`src/rtl/ring_stop_if.sv`:
```
// Ring stop port bundle: upstream/downstream ring links, injection FIFO head and ejection register.
// RING_STOP_STATS_EN adds the 16-bit statistics outputs to the bundle.
interface ring_stop_if #(
  parameter int WIDTH = 32
);
  logic             iRingVld;
  logic [WIDTH-1:0] iRingDat;
  logic             oRingVld;
  logic [WIDTH-1:0] oRingDat;
  logic             iInjEmpty;
  logic [WIDTH-1:0] iInjDat;
  logic             oInjRdEn;
  logic             oEjVld;
  logic [WIDTH-1:0] oEjDat;
  logic             iEjRdy;
  logic             iThrottle;
  logic             oStarve;
`ifdef RING_STOP_STATS_EN
  logic [15:0]      oStatInj;
  logic [15:0]      oStatEj;
  logic [15:0]      oStatDefl;

  modport master (
    input  iRingVld, iRingDat, iInjEmpty, iInjDat, iEjRdy, iThrottle,
    output oRingVld, oRingDat, oInjRdEn, oEjVld, oEjDat, oStarve,
    output oStatInj, oStatEj, oStatDefl
  );
  modport slave (
    output iRingVld, iRingDat, iInjEmpty, iInjDat, iEjRdy, iThrottle,
    input  oRingVld, oRingDat, oInjRdEn, oEjVld, oEjDat, oStarve,
    input  oStatInj, oStatEj, oStatDefl
  );
`else
  modport master (
    input  iRingVld, iRingDat, iInjEmpty, iInjDat, iEjRdy, iThrottle,
    output oRingVld, oRingDat, oInjRdEn, oEjVld, oEjDat, oStarve
  );
  modport slave (
    output iRingVld, iRingDat, iInjEmpty, iInjDat, iEjRdy, iThrottle,
    input  oRingVld, oRingDat, oInjRdEn, oEjVld, oEjDat, oStarve
  );
`endif
endinterface

```
`src/rtl/ring_stop.sv`:
```
// PtRing NoC station: injects from the local FIFO, ejects own flits, forwards the rest with one cycle latency.
// Optional RING_STOP_STATS_EN adds saturating inject/eject/deflect counters.
module ring_stop #(
  parameter int WIDTH      = 32,
  parameter int ID_W       = 4,
  parameter int NODE_ID    = 0,
  parameter int STARVE_MAX = 8
) (
  input  logic          clk,
  input  logic          rst,
  ring_stop_if.master   bus
);
  localparam int CNT_W = (STARVE_MAX < 2) ? 1 : $clog2(STARVE_MAX);
  localparam logic [CNT_W-1:0] CNT_LAST = CNT_W'(STARVE_MAX - 1);

  typedef enum logic {RUN, STARVED} starveState_t;

  starveState_t     stateReg;
  logic [CNT_W-1:0] countReg;
  logic             starveReg;
  logic             ringVldReg;
  logic [WIDTH-1:0] ringDatReg;
  logic             ejVldReg;
  logic [WIDTH-1:0] ejDatReg;

  logic [ID_W-1:0]  dest;
  logic             match;
  logic             ejSpace;
  logic             eject;
  logic             slotFree;
  logic             injReq;
  logic             inject;

  assign dest     = bus.iRingDat[WIDTH-1 -: ID_W];
  assign match    = bus.iRingVld & (dest == ID_W'(NODE_ID));
  assign ejSpace  = !ejVldReg | bus.iEjRdy;
  assign eject    = match & ejSpace;
  assign slotFree = !bus.iRingVld | eject;
  // A starved stop ignores the ring-wide throttle so it is guaranteed to get a slot.
  assign injReq   = !bus.iInjEmpty & (!bus.iThrottle | starveReg);
  assign inject   = slotFree & injReq;

  assign bus.oInjRdEn = inject & rst;
  assign bus.oRingVld = ringVldReg;
  assign bus.oRingDat = ringDatReg;
  assign bus.oEjVld   = ejVldReg;
  assign bus.oEjDat   = ejDatReg;
  assign bus.oStarve  = starveReg;

  always_ff @(posedge clk) begin
    if (!rst) begin
      ringVldReg <= 1'b0;
      ringDatReg <= '0;
      ejVldReg   <= 1'b0;
      ejDatReg   <= '0;
      starveReg  <= 1'b0;
      stateReg   <= RUN;
      countReg   <= '0;
    end else begin
      // Ring slot: our own flit if we took the slot, otherwise pass-through or deflection.
      if (inject) begin
        ringVldReg <= 1'b1;
        ringDatReg <= bus.iInjDat;
      end else if (bus.iRingVld && !eject) begin
        ringVldReg <= 1'b1;
        ringDatReg <= bus.iRingDat;
      end else begin
        ringVldReg <= 1'b0;
      end

      if (eject) begin
        ejVldReg <= 1'b1;
        ejDatReg <= bus.iRingDat;
      end else if (ejVldReg && bus.iEjRdy) begin
        ejVldReg <= 1'b0;
      end

      case (stateReg)
        RUN: begin
          if (bus.iInjEmpty || inject) begin
            countReg <= '0;
          end else if (countReg == CNT_LAST) begin
            stateReg  <= STARVED;
            starveReg <= 1'b1;
          end else begin
            countReg <= countReg + 1'b1;
          end
        end
        STARVED: begin
          if (bus.iInjEmpty || inject) begin
            stateReg  <= RUN;
            starveReg <= 1'b0;
            countReg  <= '0;
          end
        end
        default: stateReg <= RUN;
      endcase
    end
  end

`ifdef RING_STOP_STATS_EN
  logic [15:0] statInjReg;
  logic [15:0] statEjReg;
  logic [15:0] statDeflReg;

  always_ff @(posedge clk) begin
    if (!rst) begin
      statInjReg  <= '0;
      statEjReg   <= '0;
      statDeflReg <= '0;
    end else begin
      if (inject && statInjReg != 16'hFFFF)
        statInjReg <= statInjReg + 16'd1;
      if (eject && statEjReg != 16'hFFFF)
        statEjReg <= statEjReg + 16'd1;
      if (match && !ejSpace && statDeflReg != 16'hFFFF)
        statDeflReg <= statDeflReg + 16'd1;
    end
  end

  assign bus.oStatInj  = statInjReg;
  assign bus.oStatEj   = statEjReg;
  assign bus.oStatDefl = statDeflReg;
`endif
endmodule

```
`src/flat_wrapper.sv`:
```
// flat-port wrapper written by rule: the top's interface ports become plain ports
module ring_stop_flat 
#(
  parameter int WIDTH      = 32,
  parameter int ID_W       = 4,
  parameter int NODE_ID    = 0,
  parameter int STARVE_MAX = 8
)
  (clk, rst, bus_iRingVld, bus_iRingDat, bus_iInjEmpty, bus_iInjDat, bus_iEjRdy, bus_iThrottle, bus_oRingVld, bus_oRingDat, bus_oInjRdEn, bus_oEjVld, bus_oEjDat, bus_oStarve);
  ring_stop_if #(.WIDTH(WIDTH)) bus_i ();
  input  logic clk;
  input  logic rst;
  input wire logic [$bits(bus_i.iRingVld)-1:0] bus_iRingVld;
  input wire logic [$bits(bus_i.iRingDat)-1:0] bus_iRingDat;
  input wire logic [$bits(bus_i.iInjEmpty)-1:0] bus_iInjEmpty;
  input wire logic [$bits(bus_i.iInjDat)-1:0] bus_iInjDat;
  input wire logic [$bits(bus_i.iEjRdy)-1:0] bus_iEjRdy;
  input wire logic [$bits(bus_i.iThrottle)-1:0] bus_iThrottle;
  output wire logic [$bits(bus_i.oRingVld)-1:0] bus_oRingVld;
  output wire logic [$bits(bus_i.oRingDat)-1:0] bus_oRingDat;
  output wire logic [$bits(bus_i.oInjRdEn)-1:0] bus_oInjRdEn;
  output wire logic [$bits(bus_i.oEjVld)-1:0] bus_oEjVld;
  output wire logic [$bits(bus_i.oEjDat)-1:0] bus_oEjDat;
  output wire logic [$bits(bus_i.oStarve)-1:0] bus_oStarve;
  assign bus_i.iRingVld = bus_iRingVld;
  assign bus_i.iRingDat = bus_iRingDat;
  assign bus_i.iInjEmpty = bus_iInjEmpty;
  assign bus_i.iInjDat = bus_iInjDat;
  assign bus_i.iEjRdy = bus_iEjRdy;
  assign bus_i.iThrottle = bus_iThrottle;
  assign bus_oRingVld = bus_i.oRingVld;
  assign bus_oRingDat = bus_i.oRingDat;
  assign bus_oInjRdEn = bus_i.oInjRdEn;
  assign bus_oEjVld = bus_i.oEjVld;
  assign bus_oEjDat = bus_i.oEjDat;
  assign bus_oStarve = bus_i.oStarve;
  ring_stop #(.WIDTH(WIDTH), .ID_W(ID_W), .NODE_ID(NODE_ID), .STARVE_MAX(STARVE_MAX)) u_core (.clk(clk), .rst(rst), .bus(bus_i));
endmodule
```
`config.mk`:
```
export PLATFORM = sky130hd
export DESIGN_NAME = ring_stop_flat
export DESIGN_NICKNAME = d
export VERILOG_FILES = /design/src/rtl/ring_stop_if.sv /design/src/rtl/ring_stop.sv /design/src/flat_wrapper.sv
export SDC_FILE = /design/constraint.sdc
export NUM_CORES = 1
export LEC_CHECK = 0
export ABC_AREA = 1
export CAP_MARGIN = 20
export CORE_UTILIZATION = 45
export CTS_CLUSTER_SIZE = 12
export DETAILED_ROUTE_END_ITERATION = 8
export PLACE_DENSITY = 0.86
export SKIP_CTS_REPAIR_TIMING = 1
export SLEW_MARGIN = 25
export SYNTH_ARGS = -nofsm -noshare
export SYNTH_HDL_FRONTEND = slang
export SYNTH_SLANG_ARGS = --single-unit
```
`constraint.sdc`:
```
create_clock -name clk -period 2.5 [get_ports clk]
set_input_delay 0.5 -clock clk [delete_from_list [all_inputs] [get_ports clk]]
set_output_delay 0.5 -clock clk [all_outputs]
set_load 0.05 [all_outputs]
```
==> results of run 1 <==
==> placed cells by master (no fill, tap or decap) <==
cell type	count
buf_6	1
o211ai_2	28
a21oi_1	1
nand2_1	78
ha_1	2
a21oi_4	2
o21bai_4	1
clkinv_2	3
buf_16	1
nor2_4	2
o211ai_1	4
buf_4	8
clkdlybuf4s50_1	136
nor3_4	1
or2_2	32
clkbuf_8	10
nor2_1	65
buf_12	2
dfxtp_1	71
nand2_2	2
clkbuf_1	2
bufinv_16	1
nand2_4	1
nand3_1	2
o21a_1	1
inv_1	17
o21ai_0	31
nand4_1	1
nor2_2	1
==> worst max-delay path: stages <==
cell             delay, ns
clkdlybuf4s50_1       0.42
nor2_1                0.12
nand2_2               0.12
o21bai_4              0.18
buf_6                 0.17
nand2_4               0.08
nor2_2                0.14
buf_12                0.15
==> cell type report <==
type | instances | share of cell area (%)
Clock inverter | 4 | 0.955
Tap cell | 77 | 2.04
Multi-Input combinational cell | 255 | 30.7
Sequential cell | 71 | 30.1
Timing Repair Buffer | 148 | 31.8
Inverter | 17 | 1.35
Clock buffer | 12 | 3.08
==> cell families (layout without fill, tap and decap cells) <==
kind of cell	after synthesis	count (layout)
flip-flops	71	71
buffers and inverters	39	181
adder cells (fa/ha/maj)	2	2
AND/OR/NAND/NOR	185	185
AO/OA/AOI/OAI	68	68
==> power groups by stage <==
stage / clock [mW] / combinational [mW] / sequential [mW]
floorplan: 0 / 0.168 / 1.46
global placement: 0 / 0.646 / 1.25
detailed placement: 0 / 0.661 / 1.25
CTS: 0.907 / 0.664 / 1.23
global route: 0.953 / 0.698 / 1.23
finish: 0.891 / 0.665 / 1.23
==> path summary, 6_finish.rpt <==
check | startpoint | endpoint | slack (ns) | cells after the start
worst max-delay path | bus_iRingDat[30] | bus_oInjRdEn | 0.12 | 8
worst min-delay path | u_core.bus.oEjDat[31] | u_core.bus.oEjDat[31] | 0.44 | 2
worst min register to register | u_core.bus.oEjDat[31] | u_core.bus.oEjDat[31] | 0.44 | 2
worst max register to register | u_core.bus.oEjVld | u_core.bus.oRingDat[29] | 0.63 | 8
==> per-stage QoR <==
step                      area [sq um]  power [mW]
after floorplan                   3080        1.63
after global placement            4490        1.90
after detailed placement          4510        1.91
after CTS                         4700        2.80
after global routing              4720        2.88
final                             4720        2.78
==> registers in the layout, indices dropped and copies added (netlist names) <==
| signal | count |
|---|---|
| u_core.bus.oEjDat | 32 |
| u_core.countReg | 3 |
| u_core.bus.oEjVld | 1 |
| u_core.stateReg | 1 |
| u_core.bus.oRingDat | 32 |
| u_core.bus.oStarve | 1 |
| u_core.bus.oRingVld | 1 |
==> routing by layer <==
| layer | part of all wire [%] | up-vias | global-route usage [%] |
|---|---|---|---|
| met5 | 0 | - | 0 |
| met4 | 3.2 | 0 | 11.9 |
| met3 | 5.8 | 20 | 6.98 |
| met2 | 47 | 105 | 40.4 |
| met1 | 44 | 1334 | 32.8 |
| li1 | - | 1454 | - |
==> results by group, run 1 <==
Finish
  • Share of layout cells above drive strength 1: 18.9%
  • Multi-input logic area: 1450 sq um
  • Sequential cell area: 1420 sq um
  • Fill cells: 488
  • Layout Nets: 574
  • Area Overhead vs Synth: 53.1%
  • Final core utilization: 72.6%
  • Ant diodes: 0
  • Non-Filler Instances: 584

Drt
  • Final ANT Viol Nets: 0
  • Vias: 2,913
  • Pre-antenna DRT Iters: 8
  • Drt initial violations: 125
  • DRC: 8
  • WL/cell: 15.2 um
  • WL final: 8.90 mm
  • Vias per inst: 4.99

Synthesis
  • Yosys warning total: 0
  • Synth Area in Simple Gates: 26.6%
  • Syn nets: 437
  • Most frequent cells after synthesis: nand2_1, dfxtp_1, nor2_1
  • Largest family of logic cells by synthesized area: simple AND/OR/NAND/NOR gates
  • Syn Area/Cell: 8.44 sq um
  • Post-synthesis cell type count: 24
  • Area leader, netlist: dfxtp_1
  • Top-count cell post-synth: nand2_1
  • Yosys reg bits: 71
  • Post-Syn Area: 3080 sq um
  • Multiplexer share of the synthesized area: 0%
  • Synth Flop Type: dfxtp_1
  • Xor/xnor cell area share of the yosys netlist: 0%
  • Area share of fa/ha/maj cells after synthesis: 0.812%
  • Syn Inst Count: 365
  • Compound-cell area share of the yosys netlist: 19.4%
  • Area fraction of the dominant cell type after synthesis: 46.1%
  • Seq/Total Area, Yosys: 46.1%
  • Async SR Flop Fraction: 0%
  • Synth area leaders: dfxtp_1, o211ai_2, nand2_1
  • Post-synth EDFFs: 0

Timing
  • Final hold violations: 0
  • Fin crit share: 95.4%
  • Setup_tns: 0 ns
  • Worst hold margin: 0.444 ns
  • Min setup slack post-route: 0.116 ns
  • Period minus WS final: 2.38 ns
  • Worst slew margin relative to its limit: 44.0%
  • Worst Tran Pin Value: 0.839 ns
  • RSZ-0062 raised after global routing: false
  • Final setup fails: 0
  • Fmax: 419 MHz
  • Max Slew Vio Count: 0
  • Setup Skew: 0.00757 ns

Clock tree
  • H-Tree Depth: 3
  • Clock root buffer: clkbuf_8
  • CTS Buf Count: 9
  • Worst-path clk slew: 0.07 ns
  • Sink Count: 71
  • Clk buf depth: 2
  • Clk_lat worst skew: 0.34 ns
  • CTS tree: built

Global routing
  • First-pass GRT wire length: 14.2 mm
  • GRT Overall Usage: 25.6%
  • Largest net degree at the start of global routing: 39
  • Antenna violations before repair: 0
  • Grt total ovfl: 0
  • Vias in the first global route: 2,858

Die
  • Die width: 84.8 um
  • Boundary pin count: 138
  • Die area: 7180 sq um
  • Core footprint: 6490 sq um
  • Initial Utilization: 47.4%
  • Die height: 84.8 um
  • FP Rows: 29

Pwr
  • Share of power burned in combinational logic: 23.9%
  • Leak: 2.01 nW
  • Switch Pwr: 827 uW
  • PD cells: 590 nW/um^2
  • VDD IR-drop max: 0.396 mV
  • Internal: 1.95 mW
  • Sw Share: 29.7%
  • Clk pwr share: 32.0%
  • Sequential power share: 44.1%

Min path
  • Worst Hold Class: flip-flop to flip-flop

Place
  • Pre-CTS WS: -0.0153 ns
  • Port Buffers: 137
  • DP HPWL: 6.76 mm
  • Placed cells: 567
  • GP Congestion: 0.874

Outcome
  • Status: complete, but fails checks
  • Violated checks: design-rule violations

Worst setup path
  • WP data required: 2.00 ns
  • WP data arrival: 1.88 ns
  • Crit path launch type: input port
  • Crit. End Element: output pin
  • Crit-path max FO: 16
  • Kind of critical path: input port to output pin

Run
  • Max cap viols: 0
Note: power is estimated with default switching activity, not from simulation.
==> run 2, diff against run 1 <==
--- a/config.mk
+++ b/config.mk
@@ -5,12 +5,11 @@
 export SDC_FILE = /design/constraint.sdc
 export NUM_CORES = 1
 export LEC_CHECK = 0
-export ABC_AREA = 1
 export CAP_MARGIN = 20
-export CORE_UTILIZATION = 45
+export CORE_UTILIZATION = 48
 export CTS_CLUSTER_SIZE = 12
 export DETAILED_ROUTE_END_ITERATION = 8
-export PLACE_DENSITY = 0.86
+export PLACE_DENSITY = 0.87
 export SKIP_CTS_REPAIR_TIMING = 1
 export SLEW_MARGIN = 25
 export SYNTH_ARGS = -nofsm -noshare
==> run 2 against run 1 <==
The flow now finishes without violations. Setup slack lost 0.074 ns. Sequential share of layout area down 3.3 points. Clock skew increased by 0.0029 ns. Total power is 1.6% higher. Final cell count increased by 7.5%.
==> results by group, run 2 <==
Clock tree
  • Worst-path clk slew: 0.08 ns (was 0.07 ns)
  • CTS Buf Count: 9 (unchanged)
  • Clk buf depth: 2 (unchanged)
  • Clk_lat worst skew: 0.35 ns (was 0.34 ns)
  • Clock root buffer: clkbuf_8 (unchanged)
  • H-Tree Depth: 3 (unchanged)
  • Sink Count: 71 (unchanged)
  • CTS tree: built (unchanged)

Timing
  • Fmax: 407 MHz (was 419 MHz)
  • Fin crit share: 98.3% (was 95.4%)
  • Setup Skew: 0.0105 ns (was 0.00757 ns)
  • Max Slew Vio Count: 0 (unchanged)
  • Final setup fails: 0 (unchanged)
  • Period minus WS final: 2.46 ns (was 2.38 ns)
  • RSZ-0062 raised after global routing: false (unchanged)
  • Worst slew margin relative to its limit: 63.8% (was 44.0%)
  • Setup_tns: 0 ns (unchanged)
  • Final hold violations: 0 (unchanged)
  • Worst Tran Pin Value: 0.541 ns (was 0.839 ns)

Drt
  • Pre-antenna DRT Iters: 5 (was 8)
  • WL/cell: 18.5 um (was 15.2 um)
  • Final ANT Viol Nets: 0 (unchanged)
  • Vias per inst: 6.10 (was 4.99)
  • WL final: 11.6 mm (was 8.90 mm)
  • Vias: 3,831 (was 2,913)
  • Drt initial violations: 324 (was 125)
  • DRC: 0 (was 8)

Synthesis
  • Yosys warning total: 0 (unchanged)
  • Area fraction of the dominant cell type after synthesis: 39.5% (was 46.1%)
  • Top-count cell post-synth: dfxtp_1 (was nand2_1)
  • Syn Inst Count: 405 (was 365)
  • Async SR Flop Fraction: 0% (unchanged)
  • Syn nets: 477 (was 437)
  • Most frequent cells after synthesis: dfxtp_1, clkbuf_1, inv_1, o211ai_1, o21a_1 (was nand2_1, dfxtp_1, nor2_1)
  • Yosys reg bits: 71 (unchanged)
  • Post-synth EDFFs: 0 (unchanged)
  • Seq/Total Area, Yosys: 39.5% (was 46.1%)
  • Area leader, netlist: dfxtp_1 (unchanged)
  • Syn Area/Cell: 8.88 sq um (was 8.44 sq um)
  • Synth area leaders: dfxtp_1, o311a_1, o211ai_1 (was dfxtp_1, o211ai_2, nand2_1)
  • Post-synthesis cell type count: 31 (was 24)
  • Post-Syn Area: 3590 sq um (was 3080 sq um)
  • Synth Flop Type: dfxtp_1 (unchanged)

Pwr
  • VDD IR-drop max: 0.351 mV (was 0.396 mV)
  • PD cells: 534 nW/um^2 (was 590 nW/um^2)
  • Sequential power share: 42.8% (was 44.1%)
  • Leak: 2.01 nW (about the same)
  • Sw Share: 30.7% (was 29.7%)
  • Switch Pwr: 868 uW (was 827 uW)
  • Internal: 1.96 mW (was 1.95 mW)
  • Share of power burned in combinational logic: 23.8% (was 23.9%)
  • Clk pwr share: 33.4% (was 32.0%)

Finish
  • Leading cell types in the layout, fill and taps excluded: clkdlybuf4s50_1, dfxtp_1, o21a_1, inv_1, o211ai_1 (was clkdlybuf4s50_1, nand2_1, dfxtp_1)
  • Layout Nets: 595 (was 574)
  • Fill cells: 562 (was 488)
  • Area Overhead vs Synth: 47.3% (was 53.1%)
  • Sequential cell area: 1420 sq um (unchanged)
  • Leading cell type in the layout, fill and taps excluded: clkdlybuf4s50_1 (unchanged)
  • Multi-input logic area: 1840 sq um (was 1450 sq um)
  • Share of layout cells above drive strength 1: 9.85% (was 18.9%)
  • Final core utilization: 73.0% (was 72.6%)

Worst setup path
  • WP data arrival: 1.96 ns (was 1.88 ns)
  • Register-to-register setup slack: 0.81 ns (was 0.63 ns)
  • Crit. End Element: output pin (unchanged)
  • Crit-path max FO: 2 (was 16)
  • Crit path launch type: input port (unchanged)
  • WP data required: 2.00 ns (about the same)
  • Kind of critical path: input port to output pin (unchanged)

Outcome
  • Status: complete, no violations (was complete, but fails checks)

Global routing
  • Vias in the first global route: 3,716 (was 2,858)
  • First-pass GRT wire length: 18.4 mm (was 14.2 mm)
  • Largest net degree at the start of global routing: 65 (was 39)
  • Antenna violations before repair: 1 (was 0)
  • GRT Overall Usage: 30.7% (was 25.6%)
  • Grt total ovfl: 0 (unchanged)

Run
  • Max cap viols: 0 (unchanged)

Place
  • Port Buffers: 137 (unchanged)
  • DP HPWL: 8.09 mm (was 6.76 mm)
  • GP Congestion: 0.864 (was 0.874)

Die
  • Die height: 88.5 um (was 84.8 um)
  • Boundary pin count: 138 (unchanged)
  • FP Rows: 31 (was 29)
  • Core footprint: 7250 sq um (was 6490 sq um)
  • Die area: 7840 sq um (was 7180 sq um)
  • Die width: 88.5 um (was 84.8 um)
  • Initial Utilization: 49.6% (was 47.4%)

Min path
  • Worst Hold Class: flip-flop to flip-flop (unchanged)
## run 2: cell types whose count changed in the layout (fill, tap and decap cells not counted), moves of 29 or more
cell / change
nand2_1: -78
a21oi_1: +29
or2_2: -32
o311a_1: +31
o21ai_0: -30
o21a_1: +31
nor3b_1: +31
nor2_1: -62
## run 2: final timing paths
path / from / endpoint / cells past startpoint
worst max-delay path: bus_iRingDat[30] / bus_oInjRdEn / 6
worst min-delay path: u_core.bus.oEjDat[29] / u_core.bus.oEjDat[29] / 1
worst max register to register: u_core.bus.oEjVld / u_core.bus.oRingDat[14] / 5
worst min register to register: u_core.bus.oEjDat[29] / u_core.bus.oEjDat[29] / 1
## run 2: logic make-up after synthesis
family	Yosys count	share of synthesized area, %
mux	2	0.557
xor+xnor	1	0.244
fa+ha+maj	2	0.696
flops	71	39.5
compound gates	163	34.4
simple gates	78	14.6
buf+inv	88	10.0
## run 2: area by class of cell
cell class | instances | share of cell area [%]
Antenna cell | 1 | 0.0472
Inverter | 33 | 2.34
Timing Repair Buffer | 162 | 29.8
Clock inverter | 6 | 1.28
Tap cell | 99 | 2.34
Clock buffer | 10 | 2.60
Sequential cell | 71 | 26.8
Multi-Input combinational cell | 246 | 34.8
## run 2: power by group through the flow
stage | Clock, mW | Sequential [mW] | Combinational, mW
2_1_floorplan | 0 | 1.40 | 0.218
3_3_place_gp | 0 | 1.23 | 0.649
3_5_place_dp | 0 | 1.24 | 0.661
4_1_cts | 0.954 | 1.21 | 0.667
5_1_grt | 1.01 | 1.21 | 0.707
6_report | 0.945 | 1.21 | 0.671
## run 2: worst max-delay path: stages
cell and delay [ns]:
clkdlybuf4s50_1 0.43, or4_4 0.43, o21ai_2 0.13, buf_4 0.13, and3_2 0.19, buf_8 0.14
## run 2: per-stage QoR
step	instances	area [sq um]	hold slack [ns]	setup slack [ns]	total power, mW
after global placement	611	5070	0.463	-0.164	1.88
after global routing	628	5300	0.505	0.00744	2.93
after floorplan	405	3600	0.458	0.0456	1.62
after detailed placement	611	5070	0.469	-0.200	1.90
final	628	5300	0.480	0.0420	2.83
after CTS	627	5280	0.480	-0.176	2.83
## run 2: metal layers
layer / track usage (%) / vias up / wire length (um)
li1: - / 1780 / -
met5: 0 / - / 0
met1: 38.9 / 1799 / 4730
met4: 17.0 / 0 / 535
met3: 5.13 / 46 / 801
met2: 49.7 / 206 / 5530
